<file path="src/rtl/shm_i2c_arbiter.sv">
// Round-robin arbiter sharing one I2C_CONTROLLER between NUM_REQ write requesters.
// Latches the winner's command, tracks the busy handshake and returns done/fail.
module shm_i2c_arbiter #(
  parameter int NUM_REQ       = 4,
  parameter int REPEAT_SZ     = 6,
  parameter int START_TIMEOUT = 255,
  localparam int OW           = $clog2(NUM_REQ)
) (
  input  logic                          clk,
  input  logic                          reset,
  input  logic [NUM_REQ-1:0]            req,
  input  logic [8*NUM_REQ-1:0]          req_location,
  input  logic [8*NUM_REQ-1:0]          req_data,
  input  logic [REPEAT_SZ*NUM_REQ-1:0]  req_repeat,
  output logic [NUM_REQ-1:0]            grant,
  output logic [NUM_REQ-1:0]            done,
  output logic                          fail,
  output logic [OW-1:0]                 owner,
  output logic                          idle,
  output logic                          activate,
  output logic [7:0]                    location,
  output logic [7:0]                    data,
  output logic [REPEAT_SZ-1:0]          data_repeat,
  input  logic                          busy,
  input  logic                          abort
);

  typedef enum logic [2:0] {
    S_IDLE, S_ISSUE, S_WAIT_BUSY, S_WAIT_DONE, S_COMPLETE
  } state_t;

  state_t               state_q, state_d;
  logic [NUM_REQ-1:0]   grant_q, grant_d;
  logic [OW-1:0]        owner_q, owner_d;
  logic [OW-1:0]        rr_q, rr_d;
  logic                 activate_q, activate_d;
  logic [7:0]           location_q, location_d;
  logic [7:0]           data_q, data_d;
  logic [REPEAT_SZ-1:0] repeat_q, repeat_d;
  logic [15:0]          timer_q, timer_d;
  logic                 abort_seen_q, abort_seen_d;
  logic                 fail_q, fail_d;

  logic [OW:0]          scan_idx [NUM_REQ];
  logic [7:0]           loc_arr  [NUM_REQ];
  logic [7:0]           data_arr [NUM_REQ];
  logic [REPEAT_SZ-1:0] rep_arr  [NUM_REQ];
  logic                 pick_found;
  logic [OW-1:0]        pick_idx;

  // scan_idx[k] = (rr + k) mod NUM_REQ, the k-th candidate in round-robin order
  for (genvar gi = 0; gi < NUM_REQ; gi++) begin : g_slot
    logic [OW:0] sum;
    assign sum           = {1'b0, rr_q} + (OW+1)'(gi);
    assign scan_idx[gi]  = (sum >= (OW+1)'(NUM_REQ)) ? sum - (OW+1)'(NUM_REQ) : sum;
    assign loc_arr[gi]   = req_location[gi*8 +: 8];
    assign data_arr[gi]  = req_data[gi*8 +: 8];
    assign rep_arr[gi]   = req_repeat[gi*REPEAT_SZ +: REPEAT_SZ];
  end

  always_comb begin
    pick_found = |req;
    pick_idx   = '0;
    for (int k = NUM_REQ - 1; k >= 0; k--) begin
      if (req[scan_idx[k][OW-1:0]]) pick_idx = scan_idx[k][OW-1:0];
    end
  end

  always_comb begin
    state_d      = state_q;
    grant_d      = grant_q;
    owner_d      = owner_q;
    rr_d         = rr_q;
    activate_d   = activate_q;
    location_d   = location_q;
    data_d       = data_q;
    repeat_d     = repeat_q;
    timer_d      = timer_q;
    abort_seen_d = abort_seen_q;
    fail_d       = fail_q;
    case (state_q)
      S_IDLE: begin
        // a controller still busy from before reset must drain first
        if (!busy && pick_found) begin
          grant_d           = '0;
          grant_d[pick_idx] = 1'b1;
          owner_d           = pick_idx;
          location_d        = loc_arr[pick_idx];
          data_d            = data_arr[pick_idx];
          repeat_d          = rep_arr[pick_idx];
          abort_seen_d      = 1'b0;
          fail_d            = 1'b0;
          state_d           = S_ISSUE;
        end
      end
      S_ISSUE: begin
        activate_d = 1'b1;
        timer_d    = 16'(START_TIMEOUT);
        state_d    = S_WAIT_BUSY;
      end
      S_WAIT_BUSY: begin
        if (busy) begin
          activate_d = 1'b0;
          state_d    = S_WAIT_DONE;
        end else if (timer_q == '0) begin
          activate_d = 1'b0;
          fail_d     = 1'b1;
          state_d    = S_COMPLETE;
        end else begin
          timer_d = timer_q - 16'd1;
        end
      end
      S_WAIT_DONE: begin
        abort_seen_d = abort_seen_q | abort;
        if (!busy) begin
          fail_d  = abort_seen_q | abort;
          state_d = S_COMPLETE;
        end
      end
      S_COMPLETE: begin
        grant_d = '0;
        rr_d    = (owner_q == OW'(NUM_REQ - 1)) ? '0 : owner_q + OW'(1);
        state_d = S_IDLE;
      end
      default: state_d = S_IDLE;
    endcase
  end

  always_ff @(posedge clk) begin
    if (reset) begin
      state_q      <= S_IDLE;
      grant_q      <= '0;
      owner_q      <= '0;
      rr_q         <= '0;
      activate_q   <= 1'b0;
      location_q   <= '0;
      data_q       <= '0;
      repeat_q     <= '0;
      timer_q      <= '0;
      abort_seen_q <= 1'b0;
      fail_q       <= 1'b0;
    end else begin
      state_q      <= state_d;
      grant_q      <= grant_d;
      owner_q      <= owner_d;
      rr_q         <= rr_d;
      activate_q   <= activate_d;
      location_q   <= location_d;
      data_q       <= data_d;
      repeat_q     <= repeat_d;
      timer_q      <= timer_d;
      abort_seen_q <= abort_seen_d;
      fail_q       <= fail_d;
    end
  end

  assign grant       = grant_q;
  assign done        = (state_q == S_COMPLETE) ? grant_q : '0;
  assign fail        = (state_q == S_COMPLETE) & fail_q;
  assign owner       = owner_q;
  assign idle        = (state_q == S_IDLE) & ~busy;
  assign activate    = activate_q;
  assign location    = location_q;
  assign data        = data_q;
  assign data_repeat = repeat_q;

endmodule
</file>
<file path="config.mk">
export PLATFORM = sky130hd
export DESIGN_NAME = shm_i2c_arbiter
export DESIGN_NICKNAME = d
export VERILOG_FILES = /design/src/rtl/shm_i2c_arbiter.sv
export SDC_FILE = /design/constraint.sdc
export NUM_CORES = 1
export LEC_CHECK = 0
export CAP_MARGIN = 40
export CORE_ASPECT_RATIO = 1.25
export CORE_MARGIN = 4
export CORE_UTILIZATION = 32
export CTS_BUF_LIST = sky130_fd_sc_hd__clkbuf_4
export DETAILED_ROUTE_END_ITERATION = 7
export HOLD_SLACK_MARGIN = 0.08
export PLACE_DENSITY = 0.63
export RECOVER_POWER = 100
export SYNTH_ARGS = -nofsm -noshare
export SYNTH_HDL_FRONTEND = slang
export SYNTH_SLANG_ARGS = --single-unit
</file>
<file path="constraint.sdc">
create_clock -name clk -period 2.88 [get_ports clk]
set_clock_uncertainty 0.15 [all_clocks]
set_input_delay 0.432 -clock clk [delete_from_list [all_inputs] [get_ports clk]]
set_output_delay 0.432 -clock clk [all_outputs]
set_load 0.005 [all_outputs]
</file>
==> results of run 1 <==
[worst max-delay path: cells and delay by family, from the launching register on]
family | cells | cell delay [ns]
simple gates | 2 | 0.64
buf+inv | 1 | 0.58
flops | 1 | 0.47
[layer usage]
metal / vias to the layer above / part of all wire
li1: 1563 / -
met1: 1449 / 0.40
met2: 111 / 0.50
met3: 13 / 0.088
met4: 0 / 0.017
met5: - / 0
[flip-flops by register name, summed over array words and instances (netlist names)]
name / count
abort_seen_q: 1
activate: 1
data: 8
data_repeat: 6
fail_q: 1
grant: 4
location: 8
owner: 2
rr_q: 2
state_q: 3
timer_q: 16
[stage by stage]
stage                     setup WS [ns]  utilization  power, W  hold slack, ns
after detailed placement         0.0921        0.495   0.00152           0.324
after global routing             0.0721        0.498   0.00202           0.372
after global placement            0.180        0.495   0.00152           0.317
after CTS                         0.271        0.504   0.00196           0.348
after floorplan                   0.713            -   0.00120           0.296
final                             0.221        0.498   0.00191           0.340
[report_power, final]
group          leakage (nW)  internal (W)  switching [W]  total (W)
sequential            0.425      0.000785      0.0000573   0.000842
combinational          1.30      0.000354       0.000278   0.000633
clock                0.0418      0.000186       0.000247   0.000433
total                  1.77       0.00132       0.000583    0.00191
[layout by cell type, fill, tap and decap left out, drive strengths merged, types with 2 or more instances in the layout]
cell           netlist  routed
nor2b                4       4
nor3b                2       2
clkdlybuf4s50        0      95
and3                 6       6
buf                  9      12
inv                  5       6
nor3                11      11
or3                  7       7
mux2                22      22
nand3               32      32
dlygate4sd3          0      35
nor2                18      18
a21o                 2       2
dfxtp               52      52
nand2b               3       3
ha                   2       2
nand2               14      14
clkbuf              17      10
and2                 3       3
a21oi               47      47
o21ai               26      26
or4                  2       2
a221o               22      22
xnor2               14      14
a211oi               8       8
nor4                 6       6
[worst min-delay path by stage]
stage                                        to  cells after the start
global route        data_repeat[5]$_SDFFE_PP0P_                      1
global placement      abort_seen_q$_SDFFE_PP0P_                      2
CTS                       grant[0]$_SDFFE_PP0P_                      2
floorplan             abort_seen_q$_SDFFE_PP0P_                      2
finish                    grant[0]$_SDFFE_PP0P_                      2
detailed placement         data[7]$_SDFFE_PP0P_                      1
[cell families after synthesis]
| group | Yosys count | share of synthesized area |
|---|---|---|
| AOI/OAI and AO/OA | 115 | 0.251 |
| xor gates and xnor gates | 14 | 0.0405 |
| adders and majority gates | 2 | 0.00827 |
| buffers and inverters | 31 | 0.0463 |
| DFF | 52 | 0.344 |
| muxes | 22 | 0.100 |
| and+or+nand+nor | 113 | 0.209 |
[cell type report]
type / count / area share
Multi-Input combinational cell: 266 / 0.399
Timing Repair Buffer: 147 / 0.317
Sequential cell: 52 / 0.228
Tap cell: 123 / 0.0337
Clock inverter: 3 / 0.0101
Clock buffer: 5 / 0.00821
Inverter: 5 / 0.00411
Antenna cell: 1 / 0.000547
==> metrics, run 1 <==
status=complete, no violations; number of fill cells in the layout=931; area leader, netlist=dfxtp_1; Skew-Pair Late Insertion Delay=0.38 ns; top-count cell post-synth=dfxtp_1; Slew Limit Fails=0; crit-path cells=nor2_1, and3_1, dlygate4sd3_1; post-DP HPWL=7340 um; Max VDD drop=195 uV; area post-placement=0.00454 sq mm; Sequential cell area=0.00104 sq mm; r2r startpoint=state_q[1]$_SDFFE_PP0P_; pwr dens=417 mW/mm^2; register area share after synthesis=0.344; routability cong.=0.774; crit-path max FO=13; R2R Setup Slk=0.34 ns; share of the synthesized area in the top cell type=0.344; initial antenna violation count=1; Ys Warns=0; min-delay src=grant[0]$_SDFFE_PP0P_; Die ar.=0.0111 sq mm; synth cell count leaders=dfxtp_1, a21oi_1, nand3_1; violation count after the first detailed-routing iteration=107; Syn Nets=447; post-CTS sizing=0; critical path's slowest cell=dlygate4sd3_1; Sink Count=52; Crit. Startpoint=state_q[0]$_SDFFE_PP0P_; register bit total from synthesis=52; max-cap check violation count=0; final worst path period share=0.923; DR vias=3136; drt pass-1 iters=4; Synth Flop Type=dfxtp_1; share of layout cells above drive strength 1=0.103; synthesized area=0.00303 sq mm; total negative slack=0 ns; row cnt=39; CTS root buf=clkbuf_4; Hold Crit Class=reg -> reg; CTS clk-pin slew, worst paths=0.17 ns; Worst Reg-to-Reg Cells=5; critical path data arrival time=2.08 ns; Hold Fails Final Rpt=0; type of the worst setup path=reg -> out; fin cells=602; synth unique cells=46; ys async rst share=0; Final ANT Viol Nets=0; fin area=0.00457 sq mm; Multi-input gate area=0.00182 sq mm; Inst Count DP=593; H-tree Lvls=2; IO buf count=130; IO Pins=131; Peak Freq=376 MHz; CP required=2.30 ns; most used routing layer in global routing=met2; average size of a mapped cell=8.67 sq um; Bufs on Longest Clock Path=2; CP peak stage delay=0.58 ns; leakage=1.77 nW; nets@finish=575; Period minus WS final=2.66 ns; EDFF count, synth=0; startpoint types=register; Crit. End Element=output port; GRT Residual Overflow=0; # setup viols final=0; CTS Buf Count=5; CTS Hold Bufs=0; Area Growth Syn to Fin=51.1%; worst reg2reg path endpoint=timer_q[9]$_SDFFE_PP0P_; Die Y=117 um; Worst-Margin Slew=0.763 ns; first-pass GRT wire length=15100 um; Global Route met3 Usage=0.0561; Cells after Synth=349; residual DRC count=0; postcts setup bufs=0; CTS tree=built; RSZ-0062 raised after global routing=no; slew margin rel.=0.492; met1 Track Usage GR=0.187; largest net degree at the start of global routing=23; Vias/cell=5.21; top cells by area, synth=dfxtp_1, a21oi_1, mux2_4; Die Wd=95.0 um; Initial Util=0.330; met2 Track Usage GR=0.310; all-layer global routing usage=0.170; CP endpoint=fail; number of global-route vias before repair=3238; core area=0.00917 sq mm; routed len/inst=15.8 um; final WL=9520 um
(Power assumes the default switching activity.)
==> run 2: changes to the inputs <==
ABC_AREA = 1   (was default)
CTS_CLUSTER_DIAMETER = 60   (was default)
PLACE_DENSITY = 0.6   (was 0.63)
==> run 2 against run 1 <==
Register-to-register slack improved by 0.03 ns. Clock power rose by 2%. Global-route usage rose by 1.3 points. Critical path depth rose by 1. Synthesized area rose by 19%. Sequential power rose by 28%. Final area rose by 10%. Count of clock-buffer cells in the layout did not move. Critical endpoint unchanged.
==> metrics, run 2 <==
status=complete, no violations; initial antenna violation count=1 (unchanged); DR vias=4129 (+32%); Final Util=0.456 (-0.0422); GRT Residual Overflow=0 (unchanged); area leader, netlist=dfxtp_1; CTS Buf Count=5 (unchanged); CTS clk-pin slew, worst paths=0.16 ns (about the same); number of global-route vias before repair=3973 (+23%); Syn Nets=720 (+61%); top-count cell post-synth=nand2_1; critical path data arrival time=1.95 ns (-0.13 ns); slew margin rel.=0.529 (+0.0372); max reg flops=16 (unchanged); Die Y=126 um (+8.3%); first-pass GRT wire length=19100 um (+26%); Crit. End Element=output port; register area share after synthesis=0.290 (-0.0542); Ys Warns=0 (unchanged); EDFF count, synth=0 (unchanged); row cnt=43 (+10%); Die ar.=0.0130 sq mm (+17%); crit-path max FO=9 (-4); IO Pins=131 (unchanged); Worst-Margin Slew=0.707 ns (-0.0558 ns); Skew-Pair Late Insertion Delay=0.40 ns (+0.02 ns); final worst path period share=0.879 (-0.0443); share of the synthesized area in the top cell type=0.290 (-0.0542); Area Growth Syn to Fin=40.1%; Vias/cell=4.73 (-9.2%); Period minus WS final=2.53 ns (-0.128 ns); IO buf count=130 (unchanged); synth cell count leaders=nand2_1, nor2_1, nand3_1; CTS root buf=clkbuf_4; routability cong.=0.961 (+24%); routed len/inst=13.5 um (-15%); post-DP HPWL=8980 um (+22%); RSZ-0062 raised after global routing=no; Hold Crit Class=reg -> reg; average size of a mapped cell=5.77 sq um (-33%); Biggest register=timer_q; H-tree Lvls=2 (unchanged); Max VDD drop=267 uV (+37%); core area=0.0110 sq mm (+20%); Initial Util=0.326 (-0.00421); all-layer global routing usage=0.183 (+0.0130); nets@finish=834 (+45%); total power draw=0.00373 W (+95%); Peak Freq=395 MHz (+5.0%); Sink Count=52 (unchanged); Slew Limit Fails=0 (unchanged); top cells by area, synth=dfxtp_1, nand2_1, nand3_1; register bit total from synthesis=52 (unchanged); CP required=2.30 ns (about the same); Synth Flop Type=dfxtp_1; Hold Fails Final Rpt=0 (unchanged); most common cell after layout, fill and taps aside=nand2_1; synthesized area=0.00359 sq mm (+19%); pwr dens=741 mW/mm^2 (+77%); most frequent cells in the layout=nand2_1, clkdlybuf4s50_1, nor2_1, nand3_1, inv_1; Bufs on Longest Clock Path=2 (unchanged); ys async rst share=0 (unchanged); max-cap check violation count=0 (unchanged); hold slack=0.323 ns (-0.0177 ns); # setup viols final=0 (unchanged); drt pass-1 iters=4 (unchanged); Cells after Synth=622 (+78%); total negative slack=0 ns (unchanged); final WL=11800 um (+24%); type of the worst setup path=reg -> out; residual DRC count=0 (unchanged); share of layout cells above drive strength 1=0.0475 (-0.0550); post-CTS sizing=0 (unchanged); CTS tree=built; leakage=2.48 nW (+40%); CTS Hold Bufs=0 (unchanged); Die Wd=103 um (+8.2%); Final ANT Viol Nets=0 (unchanged); largest net degree at the start of global routing=50 (+120%); synth unique cells=27 (-41%); startpoint types=register; violation count after the first detailed-routing iteration=156 (+46%); postcts setup bufs=0 (unchanged)
run 2: area by class of cell:
type                    instances  area (sq um)
clock inverters                 3          42.5
repair buffers                140          1410
flip-flops and latches         52          1040
fillers                      1162          6000
diodes                          1          2.50
well taps                     135           169
clock buffers                   5          37.5
multi-input cells             477          2100
inverters                      60           228
run 2: report_power, final:
group	internal, W	switching, W	total [W]	leakage [nW]
registers	0.000923	0.000159	0.00108	0.427
logic	0.000919	0.00128	0.00220	2.01
clock network	0.000181	0.000261	0.000442	0.0412
run 2: worst paths after layout:
kind / start / endpoint / slack (ns) / cells after the start
setup / recovery: state_q[1]$_SDFFE_PP0P_ / fail / 0.35 / 4
hold / removal: fail_q$_SDFFE_PP0P_ / fail_q$_SDFFE_PP0P_ / 0.32 / 2
setup reg to reg: timer_q[0]$_SDFFE_PP0P_ / timer_q[4]$_SDFFE_PP0P_ / 0.37 / 12
hold reg to reg: fail_q$_SDFFE_PP0P_ / fail_q$_SDFFE_PP0P_ / 0.32 / 2
run 2: cell families after synthesis:
group | Yosys count | synth area share
flops | 52 | 0.290
simple gates | 413 | 0.476
fa+ha+maj | 2 | 0.00697
buf+inv | 93 | 0.123
xor+xnor | 12 | 0.0293
compound gates | 50 | 0.0749
run 2: routing by layer:
layer | up-vias | track usage | part of all wire
met5 | - | 0 | 0
met4 | 0 | 0.0503 | 0.016
met3 | 13 | 0.0704 | 0.11
met2 | 173 | 0.305 | 0.48
met1 | 1783 | 0.219 | 0.40
li1 | 2160 | - | -
run 2: stage by stage:
stage                     area, sq um  cells  setup slack, ns
after floorplan                  3590    622             1.05
after global placement           4960    864            0.368
after detailed placement         4960    864            0.291
after CTS                        5040    872            0.362
after global routing             5030    873            0.128
final                            5030    873            0.348
run 2: worst max-delay path: stages, from the launching register on:
cell           delay (ns)
dfxtp_1              0.38
nor2_1               0.19
nand2_1              0.25
nor2_1               0.16
dlygate4sd3_1        0.58
